==> config.mk <==
export PLATFORM = sky130hd
export DESIGN_NAME = dec_key_debounce
export DESIGN_NICKNAME = d
export VERILOG_FILES = /design/src/rtl/dec_pkg.sv /design/src/rtl/dec_key_debounce_sync.sv /design/src/rtl/dec_key_debounce.sv
export SDC_FILE = /design/constraint.sdc
export NUM_CORES = 1
export LEC_CHECK = 0
export ABC_AREA = 1
export CORE_MARGIN = 10
export CORE_UTILIZATION = 55
export DETAILED_ROUTE_END_ITERATION = 10
export PLACE_DENSITY = 0.88
export SLEW_MARGIN = 20
export SYNTH_ARGS = -nofsm -noshare
export SYNTH_HDL_FRONTEND = slang
export SYNTH_SLANG_ARGS = --single-unit
export TNS_END_PERCENT = 1
==> constraint.sdc <==
create_clock -name clk -period 1.8 [get_ports clk]
set_input_delay 0.54 -clock clk [delete_from_list [all_inputs] [get_ports clk]]
set_output_delay 0.54 -clock clk [all_outputs]
set_load 0.03 [all_outputs]
==> src/rtl/dec_pkg.sv <==
// Shared types and helpers for the decimal-key front end (dec_key_debounce -> dec_to_bin).
package dec_pkg;

    localparam int N_KEYS = 7;

    typedef enum logic [2:0] {
        IDLE     = 3'd0,
        DEBOUNCE = 3'd1,
        PRESSED  = 3'd2,
        REJECT   = 3'd3,
        RELEASE  = 3'd4
    } key_state_t;

    // True when exactly one key line is set: nonzero and a power of two.
    function automatic logic onehot_chk(input logic [N_KEYS-1:0] v);
        return (v != '0) && ((v & (v - 1'b1)) == '0);
    endfunction

endpackage

==> src/rtl/dec_key_debounce_sync.sv <==
// Parameterised-width two-flop synchroniser with asynchronous active-low reset.
module sync_2ff #(
    parameter int WIDTH = 1
) (
    input  logic             clk,
    input  logic             rst_n,
    input  logic [WIDTH-1:0] d_i,
    output logic [WIDTH-1:0] q_o
);

    logic [WIDTH-1:0] meta_q;
    logic [WIDTH-1:0] sync_q;

    always_ff @(posedge clk or negedge rst_n) begin
        if (!rst_n) begin
            meta_q <= '0;
            sync_q <= '0;
        end else begin
            meta_q <= d_i;
            sync_q <= meta_q;
        end
    end

    assign q_o = sync_q;

endmodule

==> src/rtl/dec_key_debounce.sv <==
// Synchronises, debounces and one-hot-qualifies seven raw key lines for dec_to_bin.
module dec_key_debounce
    import dec_pkg::*;
#(
    parameter int DEBOUNCE_CYC = 16
) (
    input  logic       clk,
    input  logic       rst_n,
    input  logic [6:0] i_key,
    output logic       o_d1,
    output logic       o_d2,
    output logic       o_d3,
    output logic       o_d4,
    output logic       o_d5,
    output logic       o_d6,
    output logic       o_d7,
    output logic       o_valid,
    output logic       o_err,
    output logic       o_busy
);

    localparam int               CNT_W   = $clog2(DEBOUNCE_CYC + 1);
    localparam logic [CNT_W-1:0] CNT_MAX = CNT_W'(DEBOUNCE_CYC);

    logic [N_KEYS-1:0] sync_key;
    logic [N_KEYS-1:0] prev_q;
    logic [CNT_W-1:0]  cnt_q, cnt_d;
    key_state_t        state_q, state_d;
    logic [N_KEYS-1:0] key_q, key_d;
    logic              valid_q, valid_d;
    logic              err_q, err_d;
    logic              busy_q;
    logic              changed;
    logic              stable;

    sync_2ff #(
        .WIDTH (N_KEYS)
    ) u_sync (
        .clk   (clk),
        .rst_n (rst_n),
        .d_i   (i_key),
        .q_o   (sync_key)
    );

    // Stable also requires no change this cycle so a fresh edge never rides a saturated count.
    always_comb begin
        changed = (sync_key != prev_q);
        stable  = (cnt_q == CNT_MAX) && !changed;
        cnt_d   = cnt_q;
        if (changed || (state_q == IDLE && sync_key != '0)) begin
            cnt_d = '0;
        end else if (cnt_q != CNT_MAX) begin
            cnt_d = cnt_q + 1'b1;
        end
    end

    always_comb begin
        state_d = state_q;
        key_d   = key_q;
        valid_d = 1'b0;
        err_d   = 1'b0;
        case (state_q)
            IDLE: begin
                if (sync_key != '0) begin
                    state_d = DEBOUNCE;
                end
            end
            DEBOUNCE: begin
                if (stable) begin
                    if (sync_key == '0) begin
                        state_d = IDLE;
                    end else if (onehot_chk(sync_key)) begin
                        state_d = PRESSED;
                        key_d   = sync_key;
                        valid_d = 1'b1;
                    end else begin
                        state_d = REJECT;
                        err_d   = 1'b1;
                    end
                end
            end
            PRESSED: begin
                if (sync_key != key_q) begin
                    state_d = RELEASE;
                end
            end
            REJECT: begin
                if (changed) begin
                    state_d = RELEASE;
                end
            end
            // Only a stable all-released pattern rearms; the held key stays visible until then.
            RELEASE: begin
                if (stable && sync_key == '0) begin
                    state_d = IDLE;
                    key_d   = '0;
                end
            end
            default: begin
                state_d = IDLE;
                key_d   = '0;
            end
        endcase
    end

    always_ff @(posedge clk or negedge rst_n) begin
        if (!rst_n) begin
            prev_q  <= '0;
            cnt_q   <= '0;
            state_q <= IDLE;
            key_q   <= '0;
            valid_q <= 1'b0;
            err_q   <= 1'b0;
            busy_q  <= 1'b0;
        end else begin
            prev_q  <= sync_key;
            cnt_q   <= cnt_d;
            state_q <= state_d;
            key_q   <= key_d;
            valid_q <= valid_d;
            err_q   <= err_d;
            busy_q  <= (state_d != IDLE);
        end
    end

    assign o_d1    = key_q[0];
    assign o_d2    = key_q[1];
    assign o_d3    = key_q[2];
    assign o_d4    = key_q[3];
    assign o_d5    = key_q[4];
    assign o_d6    = key_q[5];
    assign o_d7    = key_q[6];
    assign o_valid = valid_q;
    assign o_err   = err_q;
    assign o_busy  = busy_q;

endmodule

==> flow_metrics.py, run 1 <==
metrics = {
    "setup_path": {
        "end_kind": "output port",
        "crit_arrival_ns": 1.19,
        "required_ns": 1.26,
        "critical-path-slowest-cell": "dfrtp_1",
        "cp_top_family": "flip-flops",
        "startpoint_type": "flop",
        "path_max_fanout": 3,
        "worstSetupPathType": "flop to output port",
        "cp_cell_sequence": "dlygate4sd2_1",
        "crit_buf_inv": 1,
        "critical-path-max-stage-delay_ns": 0.42,
    },
    "timing": {
        "setup_viol": 0,
        "slew_viol_final": 0,
        "fin_skew_ns": 0.00566,
        "hold_viol": 0,
        "tns_ns": 0,
        "period_minus_slack_ns": 1.73,
        "fmax_ghz": 0.579,
        "worst_hold_slack_ns": 0.206,
        "max_slew.worst_pin.slew_ns": 0.452,
        "fin_crit_sh": 0.960,
        "relSlewSlack": 0.699,
    },
    "synthesis": {
        "synth-edff-count": 0,
        "synth.most_common_cell": "nand2_1",
        "yosysTopAreaCellShare": 0.555,
        "ys_seq_area_frac": 0.555,
        "synthArstFlopShare": 1.00,
        "synth-seq-cells": 39,
        "avgSynthCellArea_um2": 8.84,
        "ys.flop_type": "dfrtp_1",
        "syn-cell-area_mm2": 0.00176,
        "ys_top_cells_by_area": "dfrtp_1 (55%), nand2_1 (12%), nor2_1 (6.4%), inv_1 (5.1%), nand3_1 (4.3%)",
        "synth_largest_area_cell": "dfrtp_1",
        "syn_nets": 210,
        "synth_cell_types": 24,
        "yosys-top-cells-count": "nand2_1 (56), dfrtp_1 (39), nor2_1 (30), inv_1 (24), nand3_1 (15)",
        "synth_cells": 199,
        "ys_warn_count": 0,
    },
    "min_path": {
        "hp-class": "input pin to asynchronous set/reset pin",
    },
    "pwr": {
        "p_leak_nw": 1.12,
        "power_density_mw_per_mm2": 704,
        "ir_worst_vdd_v": 0.000533,
    },
    "grt": {
        "overflow": 0,
        "antenna_found_initial": 0,
        "globalRouteTotalUtil": 0.113,
        "grt_pass1_vias": 1269,
        "grt_start_max_net_pins": 40,
        "grt_pass1_wl_mm": 5.51,
    },
    "drt": {
        "drc": 0,
        "route.vias.total": 1304,
        "drt_first_pass_iters": 4,
        "ant_nets": 0,
        "post_drt_via_cell_ratio": 4.81,
        "routed_wirelength_mm": 3.23,
        "first_iter_violations": 71,
        "wl_per_cell_um": 11.9,
    },
    "floorplan": {
        "dieArea_mm2": 0.00586,
        "num_io_pins": 19,
        "rows": 20,
        "die_h_um": 76.6,
        "start_util": 0.576,
        "die_w_um": 76.6,
        "core_mm2": 0.00305,
    },
    "clock_tree": {
        "cts_buffers": 5,
        "clk_pin_slew_ns": 0.12,
        "insertion_delay_ns": 0.35,
        "clockBufferDepth": 2,
        "cts-root-buf": "clkbuf_4",
        "cts_sinks": 39,
        "h-tree-depth": 2,
        "cts_tree": "yes",
    },
    "place": {
        "placed_cells": 261,
        "hpwlAfterDp_mm": 2.37,
        "gp_congestion": 0.809,
        "io_buffers": 18,
    },
    "cells_and_area": {
        "diodes": 0,
        "nets": 237,
        "synthToLayoutAreaGrowth_pct": 17.7,
        "instances_no_fill": 271,
        "layout-drive-gt1-share": 0.128,
    },
    "status": {
        "outcome": "completed",
    },
    "flow_run": {
        "drv_cap": 0,
    },
}
[repair_timing]
item                       CTS  global route
hold buffers                 0             0
setup buffers                0             2
setup endpoints to repair   10             8
pin swaps                    0             2
resized for setup           10             4
hold endpoints to repair     0             0
[logic make-up (layout without fill, tap and decap cells)]
family / after synthesis / in the layout / share of synthesized area
AND/OR/NAND/NOR: 115 / 115 / 0.306
flip-flops: 39 / 39 / 0.555
AO/OA/AOI/OAI: 4 / 4 / 0.0128
adder cells (fa/ha/maj): 2 / 2 / 0.0142
buffers and inverters: 29 / 57 / 0.0626
XOR/XNOR: 10 / 10 / 0.0498
[sequential cells by signal, summed over array words and instances (netlist names)]
name           flops
o_valid            1
cnt_q              5
o_err              1
o_busy             1
prev_q             7
u_sync.meta_q      7
u_sync.q_o         7
key_q              7
state_q            3
[where the power goes]
group,internal [W],switching [W],total [W]
clock,0.000149,0.000300,0.000449
combinational,0.0000382,0.0000497,0.0000879
sequential,0.000901,0.0000211,0.000922
[final timing paths]
kind,from,end,slack [ns],cells past startpoint
hold reg to reg,u_sync.meta_q[4],u_sync.q_o[4],0.36,0
min in group clk,u_sync.meta_q[4],u_sync.q_o[4],0.36,0
max in group asynchronous,rst_n,u_sync.q_o[3],1.26,2
hold / removal,rst_n,u_sync.meta_q[3],0.21,2
setup / recovery,key_q[0],o_d1,0.07,1
setup reg to reg,u_sync.q_o[3],key_q[0],0.13,11
[layer usage]
layer,vias to the layer above,track usage,part of all wire
met1,597,0.136,0.45
met4,0,0.0595,0.027
met3,10,0.0413,0.051
li1,664,-,-
met2,33,0.173,0.47
met5,-,0,0
[metrics by stage]
| step | worst slack, ns | utilization | total power (W) | cell area (um^2) |
|---|---|---|---|---|
| floorplan | 0.318 | - | 0.000979 | 1760 |
| global placement | 0.132 | 0.652 | 0.00102 | 1990 |
| detailed placement | 0.0657 | 0.652 | 0.00103 | 1990 |
| CTS | 0.0474 | 0.667 | 0.00147 | 2040 |
| global route | -0.0208 | 0.678 | 0.00153 | 2070 |
| finish | 0.0721 | 0.678 | 0.00146 | 2070 |
[area by class of cell]
type / instances / area, um^2
Clock buffer: 5 / 37.5
Inverter: 28 / 105
Sequential cell: 39 / 980
Timing Repair Buffer: 21 / 198
Multi-Input combinational cell: 131 / 676
Tap cell: 44 / 55.1
Clock inverter: 3 / 20.0
Fill cell: 259 / 982
[cell usage in the layout, fill, tap and decap left out, types with 2 or more instances in the layout]
cell type,count
dlygate4sd2_1,10
nand2_4,2
dfrtp_2,3
dfrtp_1,36
nand3_1,15
nor2_1,29
nor3_1,2
nand2_1,56
nor2_2,2
a21oi_1,2
clkinvlp_4,2
clkbuf_4,5
inv_2,4
inv_1,24
clkdlybuf4s50_1,7
buf_4,2
xor2_1,6
nand3_4,2
ha_1,2
xnor2_1,4
No activity file was read; power rests on OpenSTA's default activity.
==> run 2, diff against run 1 <==
--- a/config.mk
+++ b/config.mk
@@ -13,5 +13,6 @@
 export SLEW_MARGIN = 20
 export SYNTH_ARGS = -nofsm -noshare
 export SYNTH_HDL_FRONTEND = slang
+export SYNTH_HIERARCHICAL = 1
 export SYNTH_SLANG_ARGS = --single-unit
 export TNS_END_PERCENT = 1
==> run 2 against run 1 <==
Via count is 0.23% higher. Setup slack lost 0.0013 ns. Critical path depth unchanged. Hold slack worse by 0.11 ns. Final area grew 1.1%. Flip-flop and latch count unchanged. Clock power is 1% lower. Highest routed layer unchanged. Largest power group unchanged. Total power about the same.
==> flow_metrics.py, run 2 <==
metrics = {
    "status": {
        "outcome": "completed",
    },
    "timing": {
        "worst_hold_slack_ns": 0.0917,
        "fin_skew_ns": 0.00256,
        "relSlewSlack": 0.739,
        "setup_viol": 0,
        "fmax_ghz": 0.578,
        "fin_crit_sh": 0.961,
        "period_minus_slack_ns": 1.73,
        "slew_viol_final": 0,
        "fin_ws_ns": 0.0708,
        "rsz0062_at_grt": "no",
        "max_slew.worst_pin.slew_ns": 0.391,
        "tns_ns": 0,
        "hold_viol": 0,
    },
    "setup_path": {
        "crit_arrival_ns": 1.19,
        "cp_cell_sequence": "clkdlybuf4s15_1",
        "critical-path-slowest-cell": "dfrtp_1",
        "cp-startpoint": "key_q[5]",
        "worstSetupPathType": "flop to output port",
        "required_ns": 1.26,
        "end_kind": "output port",
        "crit_buf_inv": 1,
        "cp_top_family": "flip-flops",
        "path_max_fanout": 3,
        "critical-path-max-stage-delay_ns": 0.43,
        "reg2reg_from": "u_sync/q_o[6]",
        "startpoint_type": "flop",
    },
    "drt": {
        "drc": 0,
        "wl_per_cell_um": 11.2,
        "post_drt_via_cell_ratio": 4.82,
        "ant_nets": 0,
        "routed_wirelength_mm": 3.04,
        "first_iter_violations": 95,
        "route.vias.total": 1307,
        "drt_first_pass_iters": 4,
    },
    "clock_tree": {
        "clockBufferDepth": 2,
        "cts-root-buf": "clkbuf_4",
        "insertion_delay_ns": 0.35,
        "cts_tree": "yes",
        "clk_pin_slew_ns": 0.11,
        "cts_sinks": 39,
        "cts_buffers": 5,
        "cts_hold_buf": 0,
        "h-tree-depth": 2,
    },
    "cells_and_area": {
        "layout-drive-gt1-share": 0.137,
        "nets": 237,
        "final_common_cell": "nand2_1",
        "utilization": 0.686,
        "multi_input_area_um2": 686,
        "regArea_um2": 980,
        "synthToLayoutAreaGrowth_pct": 18.4,
        "fill_cells": 257,
        "layout_common_cells": "nand2_1 (54), dfrtp_1 (36), inv_1 (27)",
        "diodes": 0,
        "instances_no_fill": 271,
    },
    "grt": {
        "globalRouteTotalUtil": 0.114,
        "antenna_found_initial": 0,
        "grt_pass1_vias": 1295,
        "overflow": 0,
        "grt_start_max_net_pins": 24,
        "grt_pass1_wl_mm": 5.47,
    },
    "floorplan": {
        "die_h_um": 76.7,
        "num_io_pins": 19,
        "rows": 20,
        "dieArea_mm2": 0.00588,
        "start_util": 0.579,
        "die_w_um": 76.7,
        "core_mm2": 0.00305,
    },
    "place": {
        "placed_cells": 263,
        "io_buffers": 18,
        "gp_congestion": 0.829,
        "hpwlAfterDp_mm": 2.45,
        "dp_slack_ns": 0.138,
    },
    "synthesis": {
        "synthArstFlopShare": 1.00,
        "synth_cell_types": 23,
        "synth.most_common_cell": "nand2_1",
        "yosys-top-cells-count": "nand2_1 (54), dfrtp_1 (39), inv_1 (27), nor2_1 (26), nand3_1 (14)",
        "syn_nets": 208,
        "synth-edff-count": 0,
        "yosysTopAreaCellShare": 0.552,
        "syn-cell-area_mm2": 0.00177,
        "ys_warn_count": 6,
        "ys_seq_area_frac": 0.552,
        "synth_largest_area_cell": "dfrtp_1",
        "synth-seq-cells": 39,
        "ys.flop_type": "dfrtp_1",
        "ys_top_cells_by_area": "dfrtp_1 (55%), nand2_1 (11%), inv_1 (5.7%), nor2_1 (5.5%), nand3_1 (4.0%)",
        "synth_cells": 197,
        "avgSynthCellArea_um2": 8.97,
    },
    "pwr": {
        "power_density_mw_per_mm2": 696,
        "clkPwrFrac": 0.304,
        "seqPwrFrac": 0.632,
        "combPwrFrac": 0.064,
        "power.internal_w": 0.00109,
        "switching_share": 0.252,
        "p_leak_nw": 1.13,
        "ir_worst_vdd_v": 0.000510,
        "p_switching_w": 0.000367,
    },
    "flow_run": {
        "drv_cap": 0,
    },
    "min_path": {
        "hp-class": "input pin to asynchronous set/reset pin",
    },
}
==> run 2: changes by cell type after synthesis, moves of 2 or more <==
cell	delta
nor3_2	+2
nand2_1	-2
inv_1	+3
nor2_1	-4
nand2_2	+2
inv_2	-2
==> run 2: cell families (layout without fill, tap and decap cells) <==
group	count (synthesis)	after routing	share of synthesized area
AND/OR/NAND/NOR	112	112	0.305
flip-flops	39	39	0.552
buffers and inverters	29	59	0.0616
XOR/XNOR	11	11	0.0545
AO/OA/AOI/OAI	4	4	0.0127
adder cells (fa/ha/maj)	2	2	0.0142
==> run 2: what timing repair did <==
item                                    4_1_cts  5_1_grt
gates resized for setup                      10        5
endpoints found under the setup margin       10       11
setup buffers                                 0        0
==> run 2: metal layers <==
layer | GRT usage | share of wire | wire length (um)
met1 | 0.126 | 0.44 | 1350
met2 | 0.187 | 0.48 | 1450
met3 | 0.0501 | 0.061 | 186
met4 | 0.0465 | 0.015 | 47
met5 | 0 | 0 | 0
==> run 2: final timing paths <==
| path | end | slack [ns] | cells past startpoint |
|---|---|---|---|
| setup / recovery | o_d6 | 0.07 | 1 |
| hold / removal | u_sync/meta_q[3] | 0.09 | 1 |
| setup reg to reg | key_q[2] | 0.16 | 11 |
| hold reg to reg | u_sync/q_o[1] | 0.36 | 0 |
| max in group asynchronous | u_sync/q_o[4] | 1.26 | 2 |
| min in group clk | u_sync/q_o[1] | 0.36 | 0 |
==> run 2: cell type report <==
cell class | instances | share of cell area
Timing Repair Buffer | 22 | 0.0986
Clock buffer | 5 | 0.0179
Multi-Input combinational cell | 129 | 0.328
Inverter | 29 | 0.0520
Tap cell | 44 | 0.0263
Clock inverter | 3 | 0.00956
Sequential cell | 39 | 0.468
==> run 2: power by group through the flow <==
stage          Sequential [W]  Combinational, W  Clock (W)
2_1_floorplan        0.000933         0.0000488          0
6_report             0.000921         0.0000935   0.000443
3_3_place_gp         0.000936         0.0000924          0
3_5_place_dp         0.000938         0.0000956          0
4_1_cts              0.000921         0.0000959   0.000455
5_1_grt              0.000926          0.000108   0.000501
==> run 2: per-stage QoR <==
stage          power [W]  area, um^2
2_1_floorplan   0.000981        1770
5_1_grt          0.00153        2090
3_3_place_gp     0.00103        2040
6_report         0.00146        2090
3_5_place_dp     0.00103        2040
4_1_cts          0.00147        2090
==> run 3, diff against run 2 <==
--- a/config.mk
+++ b/config.mk
@@ -10,6 +10,7 @@
 export CORE_UTILIZATION = 55
 export DETAILED_ROUTE_END_ITERATION = 10
 export PLACE_DENSITY = 0.88
+export SETUP_SLACK_MARGIN = 0.5
 export SLEW_MARGIN = 20
 export SYNTH_ARGS = -nofsm -noshare
 export SYNTH_HDL_FRONTEND = slang
==> run 3 against run 2 <==
Global-route usage grew 1.9 points. Wire length up 37%. Largest power group unchanged. Clock-buffer cell count increased by 1.
==> flow_metrics.py, run 3 (synthesized netlist as in run 2, its figures left out) <==
metrics = {
    "cells_and_area": {
        "layout_common_cells": "nand2_1 (47), dfrtp_1 (33), inv_1 (24)",
        "nets": 256,
        "diodes": 0,
        "utilization": 0.770,
        "layout-drive-gt1-share": 0.317,
        "fill_cells": 195,
        "synthToLayoutAreaGrowth_pct": 33.1,
        "instances_no_fill": 290,
        "final_common_cell": "nand2_1",
    },
    "floorplan": {
        "core_mm2": 0.00305,
        "num_io_pins": 19,
        "dieArea_mm2": 0.00588,
        "die_h_um": 76.7,
        "rows": 20,
        "start_util": 0.579,
        "die_w_um": 76.7,
    },
    "flow_run": {
        "drv_cap": 0,
    },
    "grt": {
        "grt_pass1_wl_mm": 6.38,
        "globalRouteTotalUtil": 0.133,
        "overflow": 0,
        "antenna_found_initial": 0,
        "grt_pass1_vias": 1400,
        "grt_start_max_net_pins": 24,
    },
    "timing": {
        "setup_viol": 0,
        "rsz0062_at_grt": "yes",
        "worst_hold_slack_ns": 0.0702,
        "max_slew.worst_pin.slew_ns": 0.381,
        "tns_ns": 0,
        "relSlewSlack": 0.746,
        "fin_crit_sh": 0.955,
        "fin_skew_ns": 0.0181,
        "slew_viol_final": 0,
        "period_minus_slack_ns": 1.72,
        "fmax_ghz": 0.582,
        "hold_viol": 0,
    },
    "drt": {
        "drc": 0,
        "wl_per_cell_um": 14.4,
        "drt_first_pass_iters": 4,
        "wl_met2_mm": 1.89,
        "route.vias.total": 1505,
        "ant_nets": 0,
        "first_iter_violations": 191,
        "wl_met1_mm": 1.71,
        "post_drt_via_cell_ratio": 5.19,
        "routed.top_layer": "met4",
        "wl_met3_um": 339,
        "routed_wirelength_mm": 4.16,
    },
    "setup_path": {
        "end_kind": "flop",
        "worstSetupPathType": "flop to flop",
        "r2r_slack_ns": 0.08,
        "reg2reg_to": "key_q[0]",
        "required_ns": 2.07,
        "critical-path-max-stage-delay_ns": 0.45,
        "reg2reg_from": "u_sync/q_o[0]",
        "critPathCapture": "key_q[0]",
        "path_max_fanout": 8,
        "cp-startpoint": "u_sync/q_o[0]",
        "cpMostUsedCell": "nand2_2",
        "critical-path-slowest-cell": "dfrtp_2",
        "crit_arrival_ns": 1.99,
        "cp_top_family": "simple AND/OR/NAND/NOR gates",
        "worst-r2r-cell-count": 11,
        "cp.depth": 11,
        "cp_cell_sequence": "nor2_2, and2_4, nand2_1, nand2_1, inv_1, nor2_4, nand2_2, nand2_4, nand2_4, nand2_2, nand2_2",
        "startpoint_type": "flop",
        "crit_buf_inv": 1,
    },
    "clock_tree": {
        "cts-root-buf": "clkbuf_4",
        "clk_pin_slew_ns": 0.13,
        "clockBufferDepth": 2,
        "cts_tree": "yes",
        "insertion_delay_ns": 0.36,
        "cts_sinks": 39,
        "h-tree-depth": 2,
        "cts_buffers": 5,
    },
    "place": {
        "gp_congestion": 0.850,
        "hpwlAfterDp_mm": 2.37,
        "placed_cells": 262,
        "io_buffers": 18,
    },
    "pwr": {
        "finalPower_w": 0.00169,
        "p_leak_nw": 1.22,
        "ir_worst_vdd_v": 0.000555,
        "power_density_mw_per_mm2": 717,
    },
    "min_path": {
        "hp-class": "input pin to asynchronous set/reset pin",
    },
    "status": {
        "outcome": "completed",
    },
}
[run 3: changes by cell type in the layout (fill, tap and decap cells not counted), sizes merged]
cell / change
clkinvlp: -2
bufinv: +1
dlygate4sd2: -6
buf: +20
clkbuf: +1
clkdlybuf4s15: +5
[run 3: worst min path at each step]
stage	start	end	slack, ns
after floorplan	rst_n	cnt_q[0]	0.24
after global placement	u_sync/meta_q[2]	u_sync/q_o[2]	0.33
after detailed placement	u_sync/meta_q[3]	u_sync/q_o[3]	0.34
after CTS	rst_n	u_sync/meta_q[3]	0.09
after global routing	rst_n	prev_q[3]	0.09
final	rst_n	prev_q[2]	0.07
[run 3: layer usage]
layer | up-vias | GRT usage
met5 | - | 0
met4 | 0 | 0.0781
li1 | 699 | -
met2 | 82 | 0.206
met3 | 30 | 0.0513
met1 | 694 | 0.152
[run 3: cell type report]
type / count / area, um^2 / area share
multi-input cells: 129 / 756 / 0.321
clock inverters: 2 / 35.0 / 0.0149
clock buffers: 6 / 51.3 / 0.0218
inverters: 29 / 109 / 0.0463
well taps: 44 / 55.1 / 0.0234
flip-flops and latches: 39 / 983 / 0.418
repair buffers: 41 / 363 / 0.154
[run 3: repair_timing]
item                                    in CTS  in global routing
endpoints found under the setup margin      28                 28
resized for setup                           37                 19
hold buffers                                 0                  0
setup buffers                               13                  7
pin swaps                                    8                 11
[run 3: per-stage QoR]
step                      worst slack (ns)  cell area (um^2)
after detailed placement             0.118              2040
after CTS                            0.138              2250
final                               0.0817              2350
after floorplan                      0.262              1770
after global placement               0.179              2040
after global routing               -0.0130              2350
[run 3: power by group]
| part | switching [W] | leakage (nW) | internal, W |
|---|---|---|---|
| registers | 0.0000218 | 0.480 | 0.000901 |
| clock network | 0.000292 | 0.0482 | 0.000328 |
| logic | 0.0000762 | 0.688 | 0.0000670 |
| total | 0.000390 | 1.22 | 0.00130 |
